### config.mk
export PLATFORM = sky130hd
export DESIGN_NAME = exe_mem_stage_reg
export DESIGN_NICKNAME = d
export VERILOG_FILES = /design/src/rtl/exe_mem_pkg.sv /design/src/rtl/pipe_skid_entry.sv /design/src/rtl/exe_mem_stage_reg.sv
export SDC_FILE = /design/constraint.sdc
export NUM_CORES = 1
export LEC_CHECK = 0
export BUFFER_PORTS_ARGS = -buffer_cell sky130_fd_sc_hd__buf_2
export CAP_MARGIN = 5
export CORE_ASPECT_RATIO = 1.25
export CORE_UTILIZATION = 25
export CTS_CLUSTER_DIAMETER = 50
export DETAILED_ROUTE_END_ITERATION = 10
export SLEW_MARGIN = 0
export SYNTH_ARGS = -nofsm -noshare
export SYNTH_HDL_FRONTEND = slang
export SYNTH_SLANG_ARGS = --single-unit
### constraint.sdc
create_clock -name clk -period 2.12 [get_ports clk]
set_input_delay 0.424 -clock clk [delete_from_list [all_inputs] [get_ports clk]]
set_output_delay 0.424 -clock clk [all_outputs]
set_load 0.03 [all_outputs]
### src/rtl/exe_mem_pkg.sv
// Shared constants for the EXE->MEM pipeline register: control-bundle bit
// positions and default field widths.
package exe_mem_pkg;

    localparam int unsigned DATA_W_DEFAULT = 64;
    localparam int unsigned REG_W_DEFAULT  = 5;
    localparam int unsigned CTRL_W         = 9;

    localparam int unsigned MEMREAD_BIT     = 0;
    localparam int unsigned MEMWRITE_BIT    = 1;
    localparam int unsigned MEMTOREG_BIT    = 2;
    localparam int unsigned REGWRITE_BIT    = 3;
    localparam int unsigned READFROMMEM_BIT = 4;
    localparam int unsigned WRITETOMEM_BIT  = 5;
    localparam int unsigned R_MEMTOREG_BIT  = 6;
    localparam int unsigned BYTE_BIT        = 7;
    localparam int unsigned JAL_BIT         = 8;

endpackage

### src/rtl/pipe_skid_entry.sv
// One pipeline slot: a valid flag plus payload register. The payload only
// loads on capture so idle cycles do not toggle the data flops.
module pipe_skid_entry #(
    parameter int unsigned W = 8
) (
    input  logic         clk,
    input  logic         rst_n,
    input  logic         load,
    input  logic         clear,
    input  logic [W-1:0] d,
    output logic         valid,
    output logic [W-1:0] q
);

    logic         valid_q;
    logic [W-1:0] data_q;

    // clear wins over load so a flush always empties the slot
    always_ff @(posedge clk or negedge rst_n) begin
        if (!rst_n) begin
            valid_q <= 1'b0;
        end else if (clear) begin
            valid_q <= 1'b0;
        end else if (load) begin
            valid_q <= 1'b1;
        end
    end

    always_ff @(posedge clk or negedge rst_n) begin
        if (!rst_n) begin
            data_q <= '0;
        end else if (load && !clear) begin
            data_q <= d;
        end
    end

    assign valid = valid_q;
    assign q     = data_q;

endmodule

### src/rtl/exe_mem_stage_reg.sv
// Elastic EXE->MEM pipeline register: main entry drives MEM, a skid entry
// absorbs one extra instruction so in_ready never depends on out_ready.
module exe_mem_stage_reg #(
    parameter int unsigned DATA_W       = exe_mem_pkg::DATA_W_DEFAULT,
    parameter int unsigned REG_W        = exe_mem_pkg::REG_W_DEFAULT,
    parameter int unsigned CTRL_W       = exe_mem_pkg::CTRL_W,
    parameter int unsigned REGWRITE_BIT = exe_mem_pkg::REGWRITE_BIT,
    parameter int unsigned CNT_W        = 16
) (
    input  logic              clk,
    input  logic              rst_n,
    input  logic              flush,
    input  logic              in_valid,
    output logic              in_ready,
    input  logic [DATA_W-1:0] in_result,
    input  logic [DATA_W-1:0] in_treg,
    input  logic [REG_W-1:0]  in_dst,
    input  logic [REG_W-1:0]  in_fp_dst,
    input  logic [CTRL_W-1:0] in_ctrl,
    output logic              out_valid,
    input  logic              out_ready,
    output logic [DATA_W-1:0] out_result,
    output logic [DATA_W-1:0] out_treg,
    output logic [REG_W-1:0]  out_dst,
    output logic [REG_W-1:0]  out_fp_dst,
    output logic [CTRL_W-1:0] out_ctrl,
    output logic              fwd_valid,
    output logic [REG_W-1:0]  fwd_dst,
    output logic [CNT_W-1:0]  stall_cnt
);

    import exe_mem_pkg::*;

    localparam int unsigned PW = 2 * DATA_W + 2 * REG_W + CTRL_W;

    logic          main_v, skid_v;
    logic [PW-1:0] main_pl, skid_pl, in_pl, main_d;
    logic          acc, drn;
    logic          main_load, main_clear, skid_load, skid_clear;
    logic [CNT_W-1:0] stall_q;

    assign in_pl = {in_result, in_treg, in_dst, in_fp_dst, in_ctrl};

    assign in_ready = !skid_v;
    assign acc      = in_valid && in_ready && !flush;
    assign drn      = main_v && out_ready;

    // skid is only ever full while main is full, so an empty main takes input
    always_comb begin
        main_load  = 1'b0;
        main_clear = 1'b0;
        skid_load  = 1'b0;
        skid_clear = 1'b0;
        main_d     = skid_v ? skid_pl : in_pl;
        if (flush) begin
            main_clear = 1'b1;
            skid_clear = 1'b1;
        end else if (!main_v) begin
            main_load = acc;
        end else if (drn) begin
            if (skid_v) begin
                main_load  = 1'b1;
                skid_clear = 1'b1;
            end else if (acc) begin
                main_load = 1'b1;
            end else begin
                main_clear = 1'b1;
            end
        end else begin
            skid_load = acc;
        end
    end

    pipe_skid_entry #(
        .W (PW)
    ) u_main (
        .clk   (clk),
        .rst_n (rst_n),
        .load  (main_load),
        .clear (main_clear),
        .d     (main_d),
        .valid (main_v),
        .q     (main_pl)
    );

    pipe_skid_entry #(
        .W (PW)
    ) u_skid (
        .clk   (clk),
        .rst_n (rst_n),
        .load  (skid_load),
        .clear (skid_clear),
        .d     (in_pl),
        .valid (skid_v),
        .q     (skid_pl)
    );

    always_ff @(posedge clk or negedge rst_n) begin
        if (!rst_n) begin
            stall_q <= '0;
        end else if (!flush && main_v && !out_ready && (stall_q != {CNT_W{1'b1}})) begin
            stall_q <= stall_q + CNT_W'(1);
        end
    end

    assign {out_result, out_treg, out_dst, out_fp_dst, out_ctrl} = main_pl;

    assign out_valid = main_v;
    assign fwd_valid = main_v && main_pl[REGWRITE_BIT];
    assign fwd_dst   = out_dst;
    assign stall_cnt = stall_q;

endmodule

==> metrics.md, run 1 <==
| Metric | Value |
|---|---|
| Status | finished clean |
| Max-Cap Viols | 0 |
| Most common cell after layout, fill and taps aside | buf_2 |
| IO Pins | 323 |
| Clock Tree Root | clkbuf_16 |
| Die width | 206 um |
| LEAKAGE | 7.80 nW |
| Hold WS | 0.119 ns |
| Compound-Gate Fraction of Synth Area | 0.0598 |
| Crit path cell chain | nor3b_1 -> buf_4 -> nand3_4 -> buf_12 -> mux2_2 |
| Family with the most delay on the worst path | buffers and inverters |
| Initial DRT Pass Iterations | 4 |
| Final WL | 32,400 um |
| Achievable Freq | 546 MHz |
| Crit Path Class | flip-flop to flip-flop |
| Fin crit share | 0.864 |
| Biggest cell delay along the critical path | 0.44 ns |
| Mux share of post-synthesis cell area | 0.241 |
| Gr ovfl total | 0 |
| # resized after CTS | 0 |
| CTS H-tree lvls | 2 |
| Adder-cell share of the synthesized area | 0.000961 |
| Bufs on Longest Clock Path | 3 |
| Sink Count | 312 |
| Largest net degree at the start of global routing | 85 |
| Layout area overhead | 29.0% |
| Post-route setup TNS | 0 ns |
| Share of layout cells above drive strength 1 | 0.406 |
| Detailed placer's ending HPWL | 21,900 um |
| Die ar. | 53,000 um^2 |
| Total core area | 51,400 um^2 |
| Slew HR | 0.493 |
| Worst hold path type | input pin to flip-flop |
| Worst Setup Start Kind | flip-flop |
| Vias in the first global route | 9,292 |
| CTS tree | done |
| Vias per cell | 4.37 |
| Distinct cells, synth | 31 |
| RSZ-0062 raised after global routing | no |
| Required time worst endpoint | 2.54 ns |
| Skew final | 0.0222 ns |
| Chip height | 257 um |
| GRT Overall Usage | 0.121 |
| Num CTS Buffers | 39 |
| VDD IR max | 0.651 mV |
| CP endpoint kind | flip-flop |
| Starting Density | 0.253 |
| Pwr/cell area | 1130 nW/um^2 |
| Crit path time final | 1.83 ns |
| GP Congestion | 0.769 |
| WL/cell | 15.8 um |
| Final setup violation count | 0 |
| Synth Register Bits | 312 |
| Clock-pin slew on the worst setup and hold paths | 0.06 ns |
| Hold Fails Final Rpt | 0 |
| Mapped Area | 13,000 um^2 |
| Syn Nets | 1,187 |
| DRT iter0 DRCs | 487 |
| ANT nets after route | 0 |
| Mapped Cells | 1,034 |
| Layout net count | 1,503 |
| Most frequent cells in the layout | 321 x buf_2, 311 x dfrtp_1, 155 x nand2_1 |
| Average cell area after synthesis | 12.6 um^2 |
| Via count of the routed design | 8,947 |
| DRC Markers | 0 |
| Max Slew Vio Count | 0 |
| Worst slew pin tran | 0.760 ns |
| Post-synthesis simple-gate area fraction | 0.0582 |
| Xor/xnor share of the synthesized area | 0.0101 |
| First-pass GRT wire length | 50,500 um |
| Initial antenna violation count | 9 |
| Warnings from Yosys | 0 |
| Buffer and inverter count on the worst path | 2 |
| CP Max Fanout | 64 |
| Clk_lat worst skew | 0.55 ns |
| Crit path DAT | 2.25 ns |
| # rows | 93 |
| Largest family of logic cells by synthesized area | multiplexers |
| Slowest stage cell, crit path | dfrtp_1 |
| Sequential share of the synthesized area | 0.600 |
| Port Buffers | 322 |
==> where the power goes <==
part	leakage [nW]	switching (mW)	total, mW	internal, mW
Combinational	3.27	2.53	4.09	1.57
Sequential	3.88	0.729	8.06	7.33
Clock	0.650	2.67	6.84	4.17
==> synthesized netlist by cell type <==
| cell | n | share of area |
|---|---|---|
| nor3b_1 | 1 | 0.00058 |
| a211o_1 | 1 | 0.00067 |
| buf_4 | 5 | 0.0029 |
| a211oi_1 | 1 | 0.00058 |
| and3_1 | 1 | 0.00048 |
| nand2_1 | 155 | 0.045 |
| buf_2 | 31 | 0.012 |
| nor2_1 | 3 | 0.00087 |
| nor4_1 | 2 | 0.00096 |
| a21oi_1 | 2 | 0.00077 |
| xnor2_1 | 11 | 0.0074 |
| mux2i_1 | 147 | 0.11 |
| ha_1 | 1 | 0.00096 |
| nand4_1 | 8 | 0.0038 |
| mux2_2 | 148 | 0.13 |
| nor3_1 | 2 | 0.00077 |
| o41a_1 | 1 | 0.00087 |
| buf_6 | 8 | 0.0069 |
| dfrtp_1 | 312 | 0.60 |
| nor2b_1 | 1 | 0.00048 |
| o21ai_1 | 60 | 0.023 |
| nand2b_1 | 2 | 0.00096 |
| inv_1 | 2 | 0.00058 |
| and4_1 | 1 | 0.00067 |
| clkbuf_1 | 25 | 0.0072 |
| o21ai_0 | 88 | 0.034 |
| xor2_1 | 4 | 0.0027 |
| nand4b_1 | 1 | 0.00067 |
| nand3_1 | 7 | 0.0027 |
| and2_1 | 1 | 0.00048 |
| buf_1 | 2 | 0.00058 |
==> path summary, 6_finish.rpt <==
kind,slack [ns],cells past startpoint,startpoint,end
setup / recovery,0.29,5,u_main.valid,u_skid.q[26]
hold / removal,0.12,2,in_result[42],u_skid.q[125]
setup reg to reg,0.29,5,u_main.valid,u_skid.q[26]
hold reg to reg,0.47,2,u_main.q[113],u_main.q[113]
max in group asynchronous,0.98,3,rst_n,u_skid.q[93]
min in group asynchronous,0.37,2,rst_n,u_skid.q[136]
==> stage by stage <==
step,util,cells,setup slack [ns],instance area [um^2],power (mW)
after floorplan,-,1034,0.293,13000,10.8
after global placement,0.300,1973,0.298,15400,12.1
after detailed placement,0.300,1973,0.276,15400,12.3
after CTS,0.326,2043,0.250,16800,19.4
after global routing,0.326,2045,0.210,16800,20.0
final,0.327,2048,0.289,16800,19.0
==> metal layers <==
layer / wire length [um] / global-route usage / up-vias
met5: 58 / 0 / -
met4: 1040 / 0.0476 / 10
met3: 2680 / 0.0475 / 74
met2: 15200 / 0.197 / 243
met1: 13500 / 0.141 / 4384
li1: - / - / 4236
==> cell families after synthesis <==
logic type      count (synthesis)
compound gates                153
xor+xnor                       15
fa+ha+maj                       1
buf+inv                        73
flops                         312
mux                           295
simple gates                  185
==> flip-flops by register name, summed over array words and instances (netlist names) <==
name	count
stall_cnt	16
u_main.valid	1
u_skid.valid	1
u_main.q	147
u_skid.q	147
==> timing repair <==
item / CTS / global route
hold endpoints to repair: 31 / 0
setup buffers: 0 / 0
hold buffers: 1 / 0
==> area by class of cell <==
cell class                 instances  area (um^2)
fill                            5230        34600
sequential                       312         7810
multi-input combinational        649         4840
timing repair buffer             346         1950
clock buffer                      51         1090
tap                              665          832
clock inverter                    18          245
antenna                            5         12.5
inverter                           2         7.51
==> worst reg2reg max path, delay by kind of cell, from the launching register on <==
| kind | cells | cell delay (ns) |
|---|---|---|
| muxes | 1 | 0.48 |
| buffers and inverters | 2 | 0.47 |
| DFF | 1 | 0.44 |
| and+or+nand+nor | 2 | 0.33 |
No activity file was read; power rests on OpenSTA's default activity.
==> run 2: changes to the inputs <==
--- a/config.mk
+++ b/config.mk
@@ -7,10 +7,13 @@
 export LEC_CHECK = 0
 export BUFFER_PORTS_ARGS = -buffer_cell sky130_fd_sc_hd__buf_2
 export CAP_MARGIN = 5
+export CELL_PAD_IN_SITES_DETAIL_PLACEMENT = 1
+export CELL_PAD_IN_SITES_GLOBAL_PLACEMENT = 1
 export CORE_ASPECT_RATIO = 1.25
 export CORE_UTILIZATION = 25
 export CTS_CLUSTER_DIAMETER = 50
 export DETAILED_ROUTE_END_ITERATION = 10
+export PLACE_DENSITY_LB_ADDON = 0.1
 export SLEW_MARGIN = 0
 export SYNTH_ARGS = -nofsm -noshare
 export SYNTH_HDL_FRONTEND = slang
==> metrics.md, run 2 (synthesized netlist as in run 1, its figures left out) <==
| Metric | Value |
|---|---|
| Status | finished clean |
| Layout area overhead | 29.6% |
| WL met3 | 2810 um |
| ANT nets after route | 0 |
| Layout net count | 1,506 |
| Initial DRT Pass Iterations | 4 |
| Final setup violation count | 0 |
| Crit path time final | 1.96 ns |
| Die ar. | 53,000 um^2 |
| Via count of the routed design | 9,025 |
| GRT Overall Usage | 0.142 |
| Skew final | 0.0126 ns |
| Chip height | 257 um |
| Worst hold path type | input pin to flip-flop |
| Crit path cell chain | nor3b_1 -> buf_4 -> nand3_4 -> buf_12 -> mux2_2 |
| Met1 Routed Length | 15,800 um |
| Port Buffers | 322 |
| Required time worst endpoint | 2.55 ns |
| Achievable Freq | 510 MHz |
| Starting Density | 0.253 |
| Largest net degree at the start of global routing | 97 |
| RSZ-0062 raised after global routing | no |
| Cell depth of the worst min-delay path | 2 |
| Non-filler instance count after layout | 2,058 |
| Detailed placer's ending HPWL | 24,500 um |
| Clock-pin slew on the worst setup and hold paths | 0.06 ns |
| Initial antenna violation count | 9 |
| Worst reg2reg path depth | 5 |
| First-pass GRT wire length | 58,100 um |
| # resized after CTS | 0 |
| Gr ovfl total | 0 |
| Hold Fails Final Rpt | 0 |
| Dpl cells | 1,971 |
| Num CTS Buffers | 44 |
| Most common cell after layout, fill and taps aside | buf_2 |
| Reg area | 7810 um^2 |
| Crit Path Class | flip-flop to flip-flop |
| WL/cell | 18.0 um |
| Top sig layer | met5 |
| Max-Cap Viols | 0 |
| Hold Buf Count CTS | 1 |
| Most frequent cells in the layout | 321 x buf_2, 311 x dfrtp_1, 155 x nand2_1 |
| Max Slew Vio Count | 0 |
| CP Max Fanout | 96 |
| Worst slew pin tran | 0.801 ns |
| VDD IR max | 0.576 mV |
| GP Congestion | 0.726 |
| DRC Markers | 0 |
| Clk_lat worst skew | 0.56 ns |
| Share of layout cells above drive strength 1 | 0.407 |
| Sink Count | 312 |
| Slowest stage cell, crit path | dfrtp_1 |
| Pwr/cell area | 1150 nW/um^2 |
| Vias in the first global route | 9,702 |
| Bufs on Longest Clock Path | 3 |
| Crit path DAT | 2.39 ns |
| Worst Setup Start Kind | flip-flop |
| Clock Tree Root | clkbuf_16 |
| Post CTS Setup Buffer Count | 0 |
| Post-route setup TNS | 0 ns |
| Biggest cell delay along the critical path | 0.44 ns |
| Fin crit share | 0.925 |
| CTS H-tree lvls | 2 |
| Die width | 206 um |
| Slew HR | 0.466 |
| CTS tree | done |
| Fill count | 5,675 |
| Area occupied by multi-input gates | 4840 um^2 |
| Final WL | 37,000 um |
| WL met2 | 17,800 um |
| # rows | 93 |
| Vias per cell | 4.39 |
| CP endpoint kind | flip-flop |
| Total core area | 51,400 um^2 |
| LEAKAGE | 7.82 nW |
| DRT iter0 DRCs | 291 |
| IO Pins | 323 |
run 2: cell count changes in the layout (fill, tap and decap cells not counted):
cell and delta:
clkbuf_16 +4, clkbuf_1 +3, clkbuf_8 +3, inv_6 -1, inv_8 -2, diode_2 +2, clkinv_4 -2, buf_4 -2
clkinvlp_4 +4, clkinv_2 +3, bufinv_16 -2
run 2: final timing paths:
check / start / end / slack (ns)
hold reg to reg: u_main.q[105] / u_main.q[105] / 0.47
hold / removal: flush / u_main.valid / 0.11
setup reg to reg: u_main.valid / u_skid.q[39] / 0.16
min in group asynchronous: rst_n / u_main.q[126] / 0.35
max in group asynchronous: rst_n / u_skid.q[125] / 1.06
setup / recovery: u_main.valid / u_skid.q[39] / 0.16
run 2: critical path: cells and delay by family, from the launching register on:
family                 cells  cell delay (ns)
muxes                      1             0.42
DFF                        1             0.44
and+or+nand+nor            2             0.29
buffers and inverters      2             0.55
run 2: stage by stage:
step / utilization / setup slack [ns] / instance area (um^2) / hold slack (ns) / power (mW)
5_1_grt: 0.328 / 0.0622 / 16900 / 0.0819 / 20.5
4_1_cts: 0.328 / 0.136 / 16900 / 0.0618 / 19.8
2_1_floorplan: - / 0.293 / 13000 / 0.128 / 10.8
6_report: 0.328 / 0.160 / 16900 / 0.106 / 19.4
3_3_place_gp: 0.300 / 0.153 / 15400 / 0.352 / 12.3
3_5_place_dp: 0.300 / 0.146 / 15400 / 0.356 / 12.4
run 2: metal layers:
layer / up-vias / track usage
li1: 4245 / -
met1: 4509 / 0.176
met2: 208 / 0.229
met3: 53 / 0.0524
met4: 10 / 0.0413
met5: - / 0
run 2: final cells by class:
cell class / instances / share of cell area
multi-input combinational: 649 / 0.287
inverter: 2 / 0.000445
clock buffer: 61 / 0.0738
tap: 665 / 0.0493
sequential: 312 / 0.463
timing repair buffer: 344 / 0.115
antenna: 7 / 0.00104
clock inverter: 18 / 0.0108
run 2: where the power goes:
group          switching [mW]  leakage [nW]  total (mW)  internal, mW
combinational            2.55          3.26        4.12          1.57
sequential              0.727          3.88        8.06          7.34
clock                    2.83         0.683        7.19          4.36
total                    6.11          7.82        19.4          13.3
==> run 3: changes to the inputs <==
--- a/config.mk
+++ b/config.mk
@@ -10,7 +10,7 @@
 export CELL_PAD_IN_SITES_DETAIL_PLACEMENT = 1
 export CELL_PAD_IN_SITES_GLOBAL_PLACEMENT = 1
 export CORE_ASPECT_RATIO = 1.25
-export CORE_UTILIZATION = 25
+export CORE_UTILIZATION = 42
 export CTS_CLUSTER_DIAMETER = 50
 export DETAILED_ROUTE_END_ITERATION = 10
 export PLACE_DENSITY_LB_ADDON = 0.1
==> metrics.md, run 3 (synthesized netlist as in run 1, its figures left out) <==
| Metric | Value |
|---|---|
| Status | finished clean |
| # rows | 71 |
| Layout net count | 1,499 |
| Most common cell after layout, fill and taps aside | buf_2 |
| DRC Markers | 0 |
| Gr ovfl total | 0 |
| # resized after CTS | 0 |
| Max Slew Vio Count | 0 |
| Reg area | 7810 um^2 |
| IO Pins | 323 |
| Hold Fails Final Rpt | 0 |
| Fin crit share | 0.899 |
| CP endpoint kind | flip-flop |
| GP Congestion | 0.731 |
| Chip height | 199 um |
| Sequential share of power | 0.435 |
| GRT Overall Usage | 0.205 |
| Total core area | 30,300 um^2 |
| Share of layout cells above drive strength 1 | 0.402 |
| LEAKAGE | 7.76 nW |
| Slew HR | 0.582 |
| Layout area overhead | 25.7% |
| Clk network pwr share | 0.348 |
| Via count of the routed design | 9,001 |
| Crit path cell chain | nor3b_1 -> buf_4 -> nand3_4 -> buf_12 -> mux2_2 |
| Worst Setup Start Kind | flip-flop |
| Clock-pin slew on the worst setup and hold paths | 0.06 ns |
| Clock Tree Root | clkbuf_16 |
| Die width | 159 um |
| Final WL | 31,800 um |
| Detailed placer's ending HPWL | 21,400 um |
| Crit path DAT | 2.29 ns |
| Port Buffers | 322 |
| Fill count | 3,179 |
| Num CTS Buffers | 37 |
| Area occupied by multi-input gates | 4840 um^2 |
| Biggest cell delay along the critical path | 0.44 ns |
| Achievable Freq | 525 MHz |
| Pwr/cell area | 1140 nW/um^2 |
| DRT iter0 DRCs | 382 |
| VDD IR max | 0.818 mV |
| Comb pwr share | 0.217 |
| Crit Path Class | flip-flop to flip-flop |
| Most frequent cells in the layout | 321 x buf_2, 311 x dfrtp_1, 155 x nand2_1 |
| Max-Cap Viols | 0 |
| RSZ-0062 raised after global routing | no |
| Crit path time final | 1.91 ns |
| First-pass GRT wire length | 51,600 um |
| Bufs on Longest Clock Path | 3 |
| Hold WS | 0.139 ns |
| CTS H-tree lvls | 2 |
| Worst hold path type | input pin to flip-flop |
| Switching share of power | 0.305 |
| Vias in the first global route | 9,502 |
| Buffer and inverter count on the worst path | 2 |
| Skew final | 0.0130 ns |
| Sink Count | 312 |
| Final Power | 18.7 mW |
| Die ar. | 31,700 um^2 |
| CTS tree | done |
| Internal power | 13.0 mW |
| Post CTS Setup Buffer Count | 0 |
| WL/cell | 17.9 um |
| ANT nets after route | 0 |
| Starting Density | 0.430 |
| Final setup violation count | 0 |
| Largest net degree at the start of global routing | 102 |
| Required time worst endpoint | 2.50 ns |
| Vias per cell | 5.07 |
| Sw power | 5.69 mW |
| Family with the most delay on the worst path | buffers and inverters |
| Worst slew pin tran | 0.627 ns |
| Post-route setup TNS | 0 ns |
| Clk_lat worst skew | 0.50 ns |
| CP Max Fanout | 88 |
| Slowest stage cell, crit path | dfrtp_1 |
| Initial DRT Pass Iterations | 6 |
| Initial antenna violation count | 8 |
-- run 3: cell types whose count changed in the layout (fill, tap and decap cells not counted), sizes merged --
cell      change
clkbuf        -8
diode         -2
bufinv        +2
clkinv        -3
clkinvlp      -6
-- run 3: what timing repair did --
item / 4_1_cts / 5_1_grt
endpoints found under the hold margin: 36 / 0
hold buffers: 1 / 0
setup endpoints to repair: 0 / 0
-- run 3: routing by layer --
metal	global-route usage	vias to the layer above	routed length [um]
met5	0	-	42
met4	0.0588	6	668
met3	0.0592	53	2120
met2	0.348	225	15800
met1	0.255	4504	13200
li1	-	4213	-
-- run 3: layout make-up --
type                       count  share of cell area
sequential                   312               0.477
timing repair buffer         344               0.118
clock inverter                11              0.0102
inverter                       2            0.000459
clock buffer                  53              0.0671
antenna                        5            0.000765
multi-input combinational    649               0.296
tap                          401              0.0307
-- run 3: worst paths after layout --
check                             start             to  slack, ns  cells after the start
hold reg to reg            u_main.q[40]   u_main.q[40]       0.47                      2
min in group asynchronous         rst_n  u_skid.q[128]       0.43                      2
hold / removal                    flush   u_main.valid       0.14                      2
setup / recovery           u_main.valid   u_skid.q[46]       0.21                      5
max in group asynchronous         rst_n   u_skid.q[72]       1.04                      3
setup reg to reg           u_main.valid   u_skid.q[46]       0.21                      5
-- run 3: through the flow --
step,instances,worst slack (ns),utilization,instance area [um^2]
3_5_place_dp,1707,0.245,0.498,15100
4_1_cts,1772,0.232,0.540,16400
6_report,1777,0.214,0.540,16400
5_1_grt,1774,0.119,0.540,16400
2_1_floorplan,1034,0.293,-,13000
3_3_place_gp,1707,0.258,0.498,15100
-- run 3: power by group through the flow --
stage               Clock [mW]  Combinational (mW)  Sequential, mW
detailed placement           0                4.11            8.23
floorplan                    0                1.61            9.22
global placement             0                3.99            8.15
global route              6.89                4.42            8.31
finish                    6.49                4.05            8.13
CTS                       6.67                4.13            8.15
